[config.mk]
export PLATFORM = sky130hd
export DESIGN_NAME = telemetry_rx
export DESIGN_NICKNAME = d
export VERILOG_FILES = /design/src/rtl/telemetry_pkg.sv /design/src/rtl/uart_rx_core.sv /design/src/rtl/telemetry_rx.sv
export SDC_FILE = /design/constraint.sdc
export NUM_CORES = 1
export LEC_CHECK = 0
export ABC_AREA = 1
export BUFFER_PORTS_ARGS = -buffer_cell sky130_fd_sc_hd__buf_2
export CORE_ASPECT_RATIO = 0.7
export CORE_UTILIZATION = 28
export DETAILED_ROUTE_END_ITERATION = 10
export GPL_ROUTABILITY_DRIVEN = 0
export GPL_TIMING_DRIVEN = 0
export HOLD_SLACK_MARGIN = 0.08
export SLEW_MARGIN = 20
export SYNTH_ARGS = -nofsm -noshare
export SYNTH_HDL_FRONTEND = slang
export SYNTH_HIERARCHICAL = 1
export SYNTH_SLANG_ARGS = --single-unit
[constraint.sdc]
create_clock -name clk -period 2.1 [get_ports clk]
set_clock_uncertainty 0.05 [all_clocks]
set_input_delay 0.21 -clock clk [delete_from_list [all_inputs] [get_ports clk]]
set_output_delay 0.21 -clock clk [all_outputs]
set_load 0.005 [all_outputs]
[src/rtl/telemetry_pkg.sv]
// telemetry_pkg
// Shared definitions for the telemetry receive path: default header bytes,
// payload layout (byte index of each field half) and the state types used
// by the UART receiver and the frame parser.
package telemetry_pkg;

  // Default frame header bytes.
  localparam logic [7:0] HDR0_DEF = 8'hAA;
  localparam logic [7:0] HDR1_DEF = 8'h55;

  // Payload follows the two header bytes; fields are big-endian 12-bit.
  localparam int         PAYLOAD_LEN   = 6;
  localparam logic [2:0] IDX_BATT_HI   = 3'd0;
  localparam logic [2:0] IDX_BATT_LO   = 3'd1;
  localparam logic [2:0] IDX_CURR_HI   = 3'd2;
  localparam logic [2:0] IDX_CURR_LO   = 3'd3;
  localparam logic [2:0] IDX_TORQUE_HI = 3'd4;
  localparam logic [2:0] IDX_TORQUE_LO = 3'd5;

  typedef enum logic [1:0] {
    IDLE  = 2'd0,
    START = 2'd1,
    DATA  = 2'd2,
    STOP  = 2'd3
  } uart_state_t;

  typedef enum logic [1:0] {
    HUNT0   = 2'd0,
    HUNT1   = 2'd1,
    PAYLOAD = 2'd2
  } parse_state_t;

endpackage

[src/rtl/uart_rx_core.sv]
// uart_rx_core
// 8N1 UART receiver. RX is synchronised through two flops; a falling edge
// starts a half-bit wait to the start-bit centre, after which each bit is
// sampled one full bit time later, LSB first.
// Ports:
//   clk      system clock
//   rst      synchronous active-high reset
//   RX       asynchronous serial input, idles high
//   rx_byte  last received byte (valid while byte_rdy is high)
//   byte_rdy one-cycle pulse: byte received with a good stop bit
//   frm_err  one-cycle pulse: stop bit sampled low, byte discarded
module uart_rx_core
  import telemetry_pkg::*;
#(
  parameter int BAUD_DIV = 434
) (
  input  logic       clk,
  input  logic       rst,
  input  logic       RX,
  output logic [7:0] rx_byte,
  output logic       byte_rdy,
  output logic       frm_err
);

  localparam logic [11:0] BAUD_FULL = 12'(BAUD_DIV);
  localparam logic [11:0] BAUD_HALF = 12'(BAUD_DIV / 2);

  logic        rx_meta_reg;
  logic        rx_s;

  uart_state_t state_reg, state_next;
  logic [11:0] cnt_reg, cnt_next;
  logic [2:0]  bit_reg, bit_next;
  logic [7:0]  shift_reg, shift_next;
  logic        byte_rdy_reg, byte_rdy_next;
  logic        frm_err_reg, frm_err_next;
  logic        expire;

  // Both synchroniser flops reset to the idle level so reset never looks
  // like a start bit.
  always_ff @(posedge clk) begin
    if (rst) begin
      rx_meta_reg <= 1'b1;
      rx_s        <= 1'b1;
    end else begin
      rx_meta_reg <= RX;
      rx_s        <= rx_meta_reg;
    end
  end

  // A load of N gives an expiry N cycles later (expiry is the cycle the
  // counter reads 1), so BAUD_DIV spaces samples exactly one bit apart.
  assign expire = (cnt_reg == 12'd1);

  always_ff @(posedge clk) begin
    if (rst) begin
      state_reg    <= IDLE;
      cnt_reg      <= '0;
      bit_reg      <= '0;
      shift_reg    <= '0;
      byte_rdy_reg <= 1'b0;
      frm_err_reg  <= 1'b0;
    end else begin
      state_reg    <= state_next;
      cnt_reg      <= cnt_next;
      bit_reg      <= bit_next;
      shift_reg    <= shift_next;
      byte_rdy_reg <= byte_rdy_next;
      frm_err_reg  <= frm_err_next;
    end
  end

  always_comb begin
    state_next    = state_reg;
    cnt_next      = cnt_reg;
    bit_next      = bit_reg;
    shift_next    = shift_reg;
    byte_rdy_next = 1'b0;
    frm_err_next  = 1'b0;
    case (state_reg)
      IDLE: begin
        if (!rx_s) begin
          state_next = START;
          cnt_next   = BAUD_HALF;
        end
      end
      START: begin
        if (expire) begin
          if (rx_s) begin
            // Low pulse shorter than half a bit: ignore it.
            state_next = IDLE;
          end else begin
            state_next = DATA;
            cnt_next   = BAUD_FULL;
            bit_next   = 3'd0;
          end
        end else begin
          cnt_next = cnt_reg - 12'd1;
        end
      end
      DATA: begin
        if (expire) begin
          shift_next = {rx_s, shift_reg[7:1]};
          cnt_next   = BAUD_FULL;
          if (bit_reg == 3'd7) begin
            state_next = STOP;
          end else begin
            bit_next = bit_reg + 3'd1;
          end
        end else begin
          cnt_next = cnt_reg - 12'd1;
        end
      end
      STOP: begin
        if (expire) begin
          state_next = IDLE;
          if (rx_s) begin
            byte_rdy_next = 1'b1;
          end else begin
            frm_err_next = 1'b1;
          end
        end else begin
          cnt_next = cnt_reg - 12'd1;
        end
      end
      default: state_next = IDLE;
    endcase
  end

  assign rx_byte  = shift_reg;
  assign byte_rdy = byte_rdy_reg;
  assign frm_err  = frm_err_reg;

endmodule

[src/rtl/telemetry_rx.sv]
// telemetry_rx
// Receives the sensorCondition telemetry stream (HDR0 HDR1 then batt,
// avg_curr, avg_torque as big-endian 12-bit fields) and presents the
// decoded values with a one-cycle pkt_vld strobe.
// Ports:
//   clk     system clock
//   rst     synchronous active-high reset
//   RX      asynchronous serial input, idles high
//   batt    last decoded battery value
//   curr    last decoded average current
//   torque  last decoded average torque
//   pkt_vld one-cycle pulse when a full frame has been decoded
//   frm_err one-cycle pulse on a stop-bit error
module telemetry_rx
  import telemetry_pkg::*;
#(
  parameter int         BAUD_DIV = 434,
  parameter logic [7:0] HDR0     = telemetry_pkg::HDR0_DEF,
  parameter logic [7:0] HDR1     = telemetry_pkg::HDR1_DEF
) (
  input  logic        clk,
  input  logic        rst,
  input  logic        RX,
  output logic [11:0] batt,
  output logic [11:0] curr,
  output logic [11:0] torque,
  output logic        pkt_vld,
  output logic        frm_err
);

  logic [7:0] rx_byte;
  logic       byte_rdy;

  uart_rx_core #(
    .BAUD_DIV (BAUD_DIV)
  ) u_core (
    .clk      (clk),
    .rst      (rst),
    .RX       (RX),
    .rx_byte  (rx_byte),
    .byte_rdy (byte_rdy),
    .frm_err  (frm_err)
  );

  parse_state_t state_reg, state_next;
  logic [2:0]   idx_reg, idx_next;
  logic         load;

  logic [11:0]  batt_reg, curr_reg, torque_reg;
  logic         pkt_vld_reg;

  // Shadow of the payload. Only the low nibble of each hi byte matters.
  // The final (torque_lo) byte is taken straight from rx_byte as the
  // outputs load, which is what keeps pkt_vld one cycle after byte_rdy.
  logic [3:0]   shadow_hi [3];
  logic [7:0]   shadow_lo [2];

  always_ff @(posedge clk) begin
    if (rst) begin
      state_reg <= HUNT0;
      idx_reg   <= IDX_BATT_HI;
    end else begin
      state_reg <= state_next;
      idx_reg   <= idx_next;
    end
  end

  always_comb begin
    state_next = state_reg;
    idx_next   = idx_reg;
    load       = 1'b0;
    if (frm_err) begin
      state_next = HUNT0;
    end else if (byte_rdy) begin
      case (state_reg)
        HUNT0: begin
          if (rx_byte == HDR0) state_next = HUNT1;
        end
        HUNT1: begin
          if (rx_byte == HDR1) begin
            state_next = PAYLOAD;
            idx_next   = IDX_BATT_HI;
          end else if (rx_byte != HDR0) begin
            // A repeated HDR0 may be the real start: keep waiting for HDR1.
            state_next = HUNT0;
          end
        end
        PAYLOAD: begin
          if (idx_reg == IDX_TORQUE_LO) begin
            state_next = HUNT0;
            load       = 1'b1;
          end else begin
            idx_next = idx_reg + 3'd1;
          end
        end
        default: state_next = HUNT0;
      endcase
    end
  end

  // Field gi occupies payload bytes 2*gi (hi) and 2*gi+1 (lo).
  genvar gi;
  generate
    for (gi = 0; gi < 3; gi++) begin : g_hi
      localparam logic [2:0] HI_IDX = 3'(2 * gi);
      always_ff @(posedge clk) begin
        if (rst) begin
          shadow_hi[gi] <= '0;
        end else if (byte_rdy && state_reg == PAYLOAD && idx_reg == HI_IDX) begin
          shadow_hi[gi] <= rx_byte[3:0];
        end
      end
    end
    for (gi = 0; gi < 2; gi++) begin : g_lo
      localparam logic [2:0] LO_IDX = 3'(2 * gi + 1);
      always_ff @(posedge clk) begin
        if (rst) begin
          shadow_lo[gi] <= '0;
        end else if (byte_rdy && state_reg == PAYLOAD && idx_reg == LO_IDX) begin
          shadow_lo[gi] <= rx_byte;
        end
      end
    end
  endgenerate

  always_ff @(posedge clk) begin
    if (rst) begin
      batt_reg    <= '0;
      curr_reg    <= '0;
      torque_reg  <= '0;
      pkt_vld_reg <= 1'b0;
    end else begin
      pkt_vld_reg <= load;
      if (load) begin
        batt_reg   <= {shadow_hi[0], shadow_lo[0]};
        curr_reg   <= {shadow_hi[1], shadow_lo[1]};
        torque_reg <= {shadow_hi[2], rx_byte};
      end
    end
  end

  assign batt    = batt_reg;
  assign curr    = curr_reg;
  assign torque  = torque_reg;
  assign pkt_vld = pkt_vld_reg;

endmodule
# Yosys cells after proc, flatten, opt, wreduce, memory -nomap -nowiden
# Memories as Yosys holds them, arrays and structs flattened. A register that Yosys moved wholly into a read port is not among the register bits.
# Cells that the tools add are included.
dict set report word_totals {
  regBits 47
  ramBits 28
  inputBits 3
  out_inout_bits 38
  elab_cells 127
  memories 2
}
dict set report classes {
  addsub 3
  n_eq_ne 29
  mux 54
  bitwise 8
  n_reduce_logical 19
}
# name depth width read_ports rd_clocked_by_memory_dff wr line
set memory_table {}
lappend memory_table {shadow_lo 2 8 2 2 2 telemetry_rx.sv:56} ;# logic [7:0] shadow_lo [2];
lappend memory_table {shadow_hi 3 4 3 3 3 telemetry_rx.sv:55} ;# logic [3:0] shadow_hi [3];
# op count
set op_table {}
lappend op_table {{$mux W12} 5}
lappend op_table {{$pmux W12 S4} 1}
lappend op_table {{$mux W1} 23}
lappend op_table {{$mux W2} 10}
lappend op_table {{$mux W3} 6}
lappend op_table {{$mux W8} 2}
lappend op_table {{$ne A2 B2 Y1 const B} 8}
lappend op_table {{$reduce_and A5 Y1} 3}
lappend op_table {{$eq A12 B1 Y1 const B} 1}
lappend op_table {{$mux W4} 3}
lappend op_table {{$pmux W3 S2} 2}
lappend op_table {{$sub A12 B1 Y12 const B} 1}
lappend op_table {{$eq A3 B3 Y1 const B} 3}
lappend op_table {{$eq A8 B7 Y1 const B} 1}
lappend op_table {{$eq A8 B8 Y1 const B} 1}
lappend op_table {{$ne A2 B1 Y1 const B} 4}
lappend op_table {{$ne A8 B8 Y1 const B} 1}
lappend op_table {{$pmux W2 S4} 1}
lappend op_table {{$add A3 B1 Y3 const B} 2}
lappend op_table {{$eq A2 B2 Y1 const B} 3}
lappend op_table {{$eq A3 B2 Y1 const B} 2}
lappend op_table {{$logic_and A1 B1 Y1} 6}
lappend op_table {{$ne A3 B3 Y1 const B} 2}
lappend op_table {{$pmux W2 S3} 1}
lappend op_table {{other kinds (12)} 21}

# Longest topological paths before layout
dict set report depth {
  depth_word 7
  depth_mapped 11
  depth_no_buf 11
}

# By module
# The synthesis kept the hierarchy.
# mod n_inst cells_per_inst area_per_inst_um2 seq_area_each_um2
set by_module_without_submodules {}
lappend by_module_without_submodules {telemetry_rx 1 303 2753.9 1681.6}
lappend by_module_without_submodules {uart_rx_core 1 225 1577.8 580.6}

# Least setup slack after synthesis
# OpenSTA, ideal clock, no wires.
dict set report synth_timing {
  path_kind {reg-to-reg}
  startpoint {register, netlist name state_reg[0]}
  endpoint {memory shadow_lo[0][0] (enable)}
  setup_time_ns 0.384
  arrival_ns 1.387
  t_required_ns 1.666
  path_slack_ns 0.279
  path_stages_with_launch 5
  n_path_buf 0
  period_less_slack_ns 1.821
  cell_sequence {dfxtp_1 inv_1 ha_1 nand2_1 o21ai_0}
}
# element line
set synth_lines {}
lappend synth_lines {{to (decl)} telemetry_rx.sv:56}

==> metrics.csv <==
stage,metric,value,unit
status,status,"finished, final reports clean",
placement,dp_slack,-0.1615,ns
cts,clock_latency,0.34,ns
detailed_routing,wl,9.676,mm
pwr,worst_ir_drop_vdd,0.3448,mV
die,die_w,150.7,um
synth,synth_cell_type_count,34,
grt,antenna_found_initial,0,
pwr,pwr-share-clk,32.0,%
sta,min_period_over_period,92.74,%
synth,async_flop_share,0,%
detailed_routing,remaining_drc_errors,0,
cts,clk_path_buf_depth,2,
cts,cts.sinks,99,
sta,tns,0,ns
pwr,cellPowerDensity,975.9,nW/um^2
final_layout,regMostFlops,shadow_lo,
run,maxCapViolations,0,
cts,clk_pin_slew_worst_paths,0.07,ns
sta,fmax,0.5135,GHz
pwr,p_sw,1.674,mW
synth,syn-mean-instance-area,8.204,um^2
synth,synth_top_area_share,32.81,%
worst_setup_path,crit_fanout,8,
die,ios,41,
cts,cts_buffers,9,
worst_setup_path,r2r_end,shadow_lo[0][7],
cts,cts_tree,done,
grt,grt_pass1_vias,3188,
sta,rsz0062_at_grt,true,
worst_setup_path,critPathLaunchType,flop,
worst_setup_path,crit_type,reg -> reg,
pwr,switching_share,33.69,%
sta,setup_slack,0.1525,ns
pwr,p_int,3.295,mW
die,start_util,29.06,%
worst_setup_path,cp-end-kind,flop,
final_layout,drive_gt1_share,15.14,%
worst_hold_path,min_from,rst,
die,die_area,15980,um^2
grt,grt_use_total,13.00,%
synth,ys_ff_latch,99,
grt,grt_pass1_wl,16.23,mm
pwr,seqPwrFrac,43.9,%
worst_setup_path,slowest_delay,0.63,ns
worst_setup_path,cp_top_family,compound AO/OA/AOI/OAI gates,
final_layout,nets,603,
worst_setup_path,cpMaxStageDelayCell,o21ai_1,
sta,worst_pin_slew,0.7271,ns
worst_hold_path,hold_path.class,in -> reg,
synth,seq_area_frac_synth,52.22,%
final_layout,largest_register_ffs,16,
final_layout,final_common_cell,nor2_1,
detailed_routing,routedWlPerCell,12.36,um
worst_hold_path,holdPathStages,2,
detailed_routing,vias,3465,
die,core-area,14910,um^2
final_layout,fin_cells,783,
grt,grt_start_max_net_pins,19,
detailed_routing,ant_nets,0,
detailed_routing,drtIter0Drc,295,
worst_setup_path,r2r_cells,4,
final_layout,fin_util,34.16,%
final_layout,final_cell_mix,"nor2_1, dfxtp_1, nand2_1, o21ai_0, inv_1",
worst_setup_path,critPathRequiredTime,2.02,ns
synth,synth_top_area_cell,dfxtp_1,
sta,finalHoldViolations,0,
die,fp.dieH,106.1,um
final_layout,nFillCells,1562,
worst_hold_path,holdPathEnd,pkt_vld,
sta,relSlewSlack,51.20,%
die,rows,37,
placement,port_buffers,40,
pwr,p_comb_share,24.1,%
placement,dpl.cell_count,763,
sta,drv_slew,0,
pwr,total_power,4.970,mW
worst_setup_path,cp_num_buf_inv,1,
synth,yosys_warnings,10,
worst_setup_path,arrival,1.87,ns
synth,syn_area,4332,um^2
placement,hpwl,6.881,mm
detailed_routing,viasPerCell,4.425,
sta,setup_viol,0,
final_layout,synthToLayoutAreaGrowth,17.56,%
final_layout,n_antenna_cell,0,
synth,syn-num-nets,548,
synth,synth_edf_count,28,
grt,overflow,0,
synth,ys.flop_type,dfxtp_1,
cts,ctsHtreeMaxLevel,3,
worst_setup_path,path_cells,inv_1 > ha_1 > nand2_1 > o21ai_1,
worst_setup_path,r2r-start,state_reg[0],
cts,cts_root_buf,clkbuf_16,
synth,syn_inst,528,
sta,post-route-min-period,1.948,ns
pwr,leakage,2.256,nW
worst_setup_path,rrSetupSlack,0.15,ns
detailed_routing,first_pass_iters,4,
synth,ys_top_cells_by_area,"dfxtp_1, edfxtp_1, nor2_1",
stage by stage:
| stage | hold slack (ns) | cell area, um^2 |
|---|---|---|
| detailed placement | 0.3514 | 4776 |
| global placement | 0.3480 | 4776 |
| floorplan | 0.2291 | 4332 |
| global route | 0.09228 | 5092 |
| CTS | 0.08014 | 5077 |
| finish | 0.09018 | 5092 |
cells in the mapped netlist (3+ instances only):
master,number
buf_2,3
dfxtp_1,71
inv_2,3
nand4_1,7
nor3_1,10
ha_1,17
clkbuf_2,3
a21oi_1,24
nor2_2,4
edfxtp_1,28
o21ai_0,60
clkbuf_1,7
nand2_1,67
nor2_4,3
nand2_2,5
buf_6,3
inv_1,46
nand3_1,17
nor2_1,130
cells by family (layout without fill, tap and decap cells):
| group | Yosys count | in the layout | synth area share, % |
|---|---|---|---|
| XOR/XNOR | 2 | 2 | 0.4045 |
| flip-flops | 99 | 99 | 52.22 |
| adder cells (fa/ha/maj) | 17 | 17 | 4.910 |
| buffers and inverters | 67 | 127 | 6.557 |
| AO/OA/AOI/OAI | 90 | 90 | 10.63 |
| AND/OR/NAND/NOR | 253 | 253 | 25.27 |
layer usage:
metal  share of wire, %  GRT usage (%)  vias up
li1                   -              -     1835
met1                 54          19.35     1557
met2                 40          17.68       69
met3                5.5          3.734        4
met4               0.82          4.071        0
met5                  0              0        -
layout make-up:
cell class	instances	area [um^2]	share of cell area [%]
Clock buffer	9	225.2	4.423
Clock inverter	7	56.30	1.106
Tap cell	195	244.0	4.791
Buffer	16	90.09	1.769
Sequential cell	99	2262	44.42
Multi-Input combinational cell	362	1785	35.06
Timing Repair Buffer	44	235.2	4.619
Inverter	51	193.9	3.808
power groups by stage:
stage                     Clock (mW)  Sequential [mW]  Combinational (mW)
after CTS                       1.63             2.18                1.19
after floorplan                    0             2.19               0.967
after global placement             0             2.22                1.18
after global routing            1.73             2.20                1.36
after detailed placement           0             2.22                1.18
final                           1.59             2.18                1.20
repair_timing:
item	in CTS	in global routing
resized for setup	1	0
pin swaps	0	1
hold endpoints to repair	2	0
hold buffers	2	0
gates cloned	0	0
setup buffers	0	2
endpoints found under the setup margin	8	14
worst max path at each step:
stage            startpoint               to  slack, ns  cells past startpoint
2_1_floorplan  state_reg[0]  shadow_lo[0][0]       0.28                      4
4_1_cts        state_reg[0]        torque[6]       0.13                      7
3_5_place_dp   state_reg[0]  shadow_lo[0][4]      -0.16                      4
3_3_place_gp   state_reg[0]  shadow_lo[0][7]      -0.14                      4
5_1_grt        state_reg[0]  shadow_lo[0][7]     -0.008                      4
6_report       state_reg[0]  shadow_lo[0][7]       0.15                      4
No activity file was read; power rests on OpenSTA's default activity.
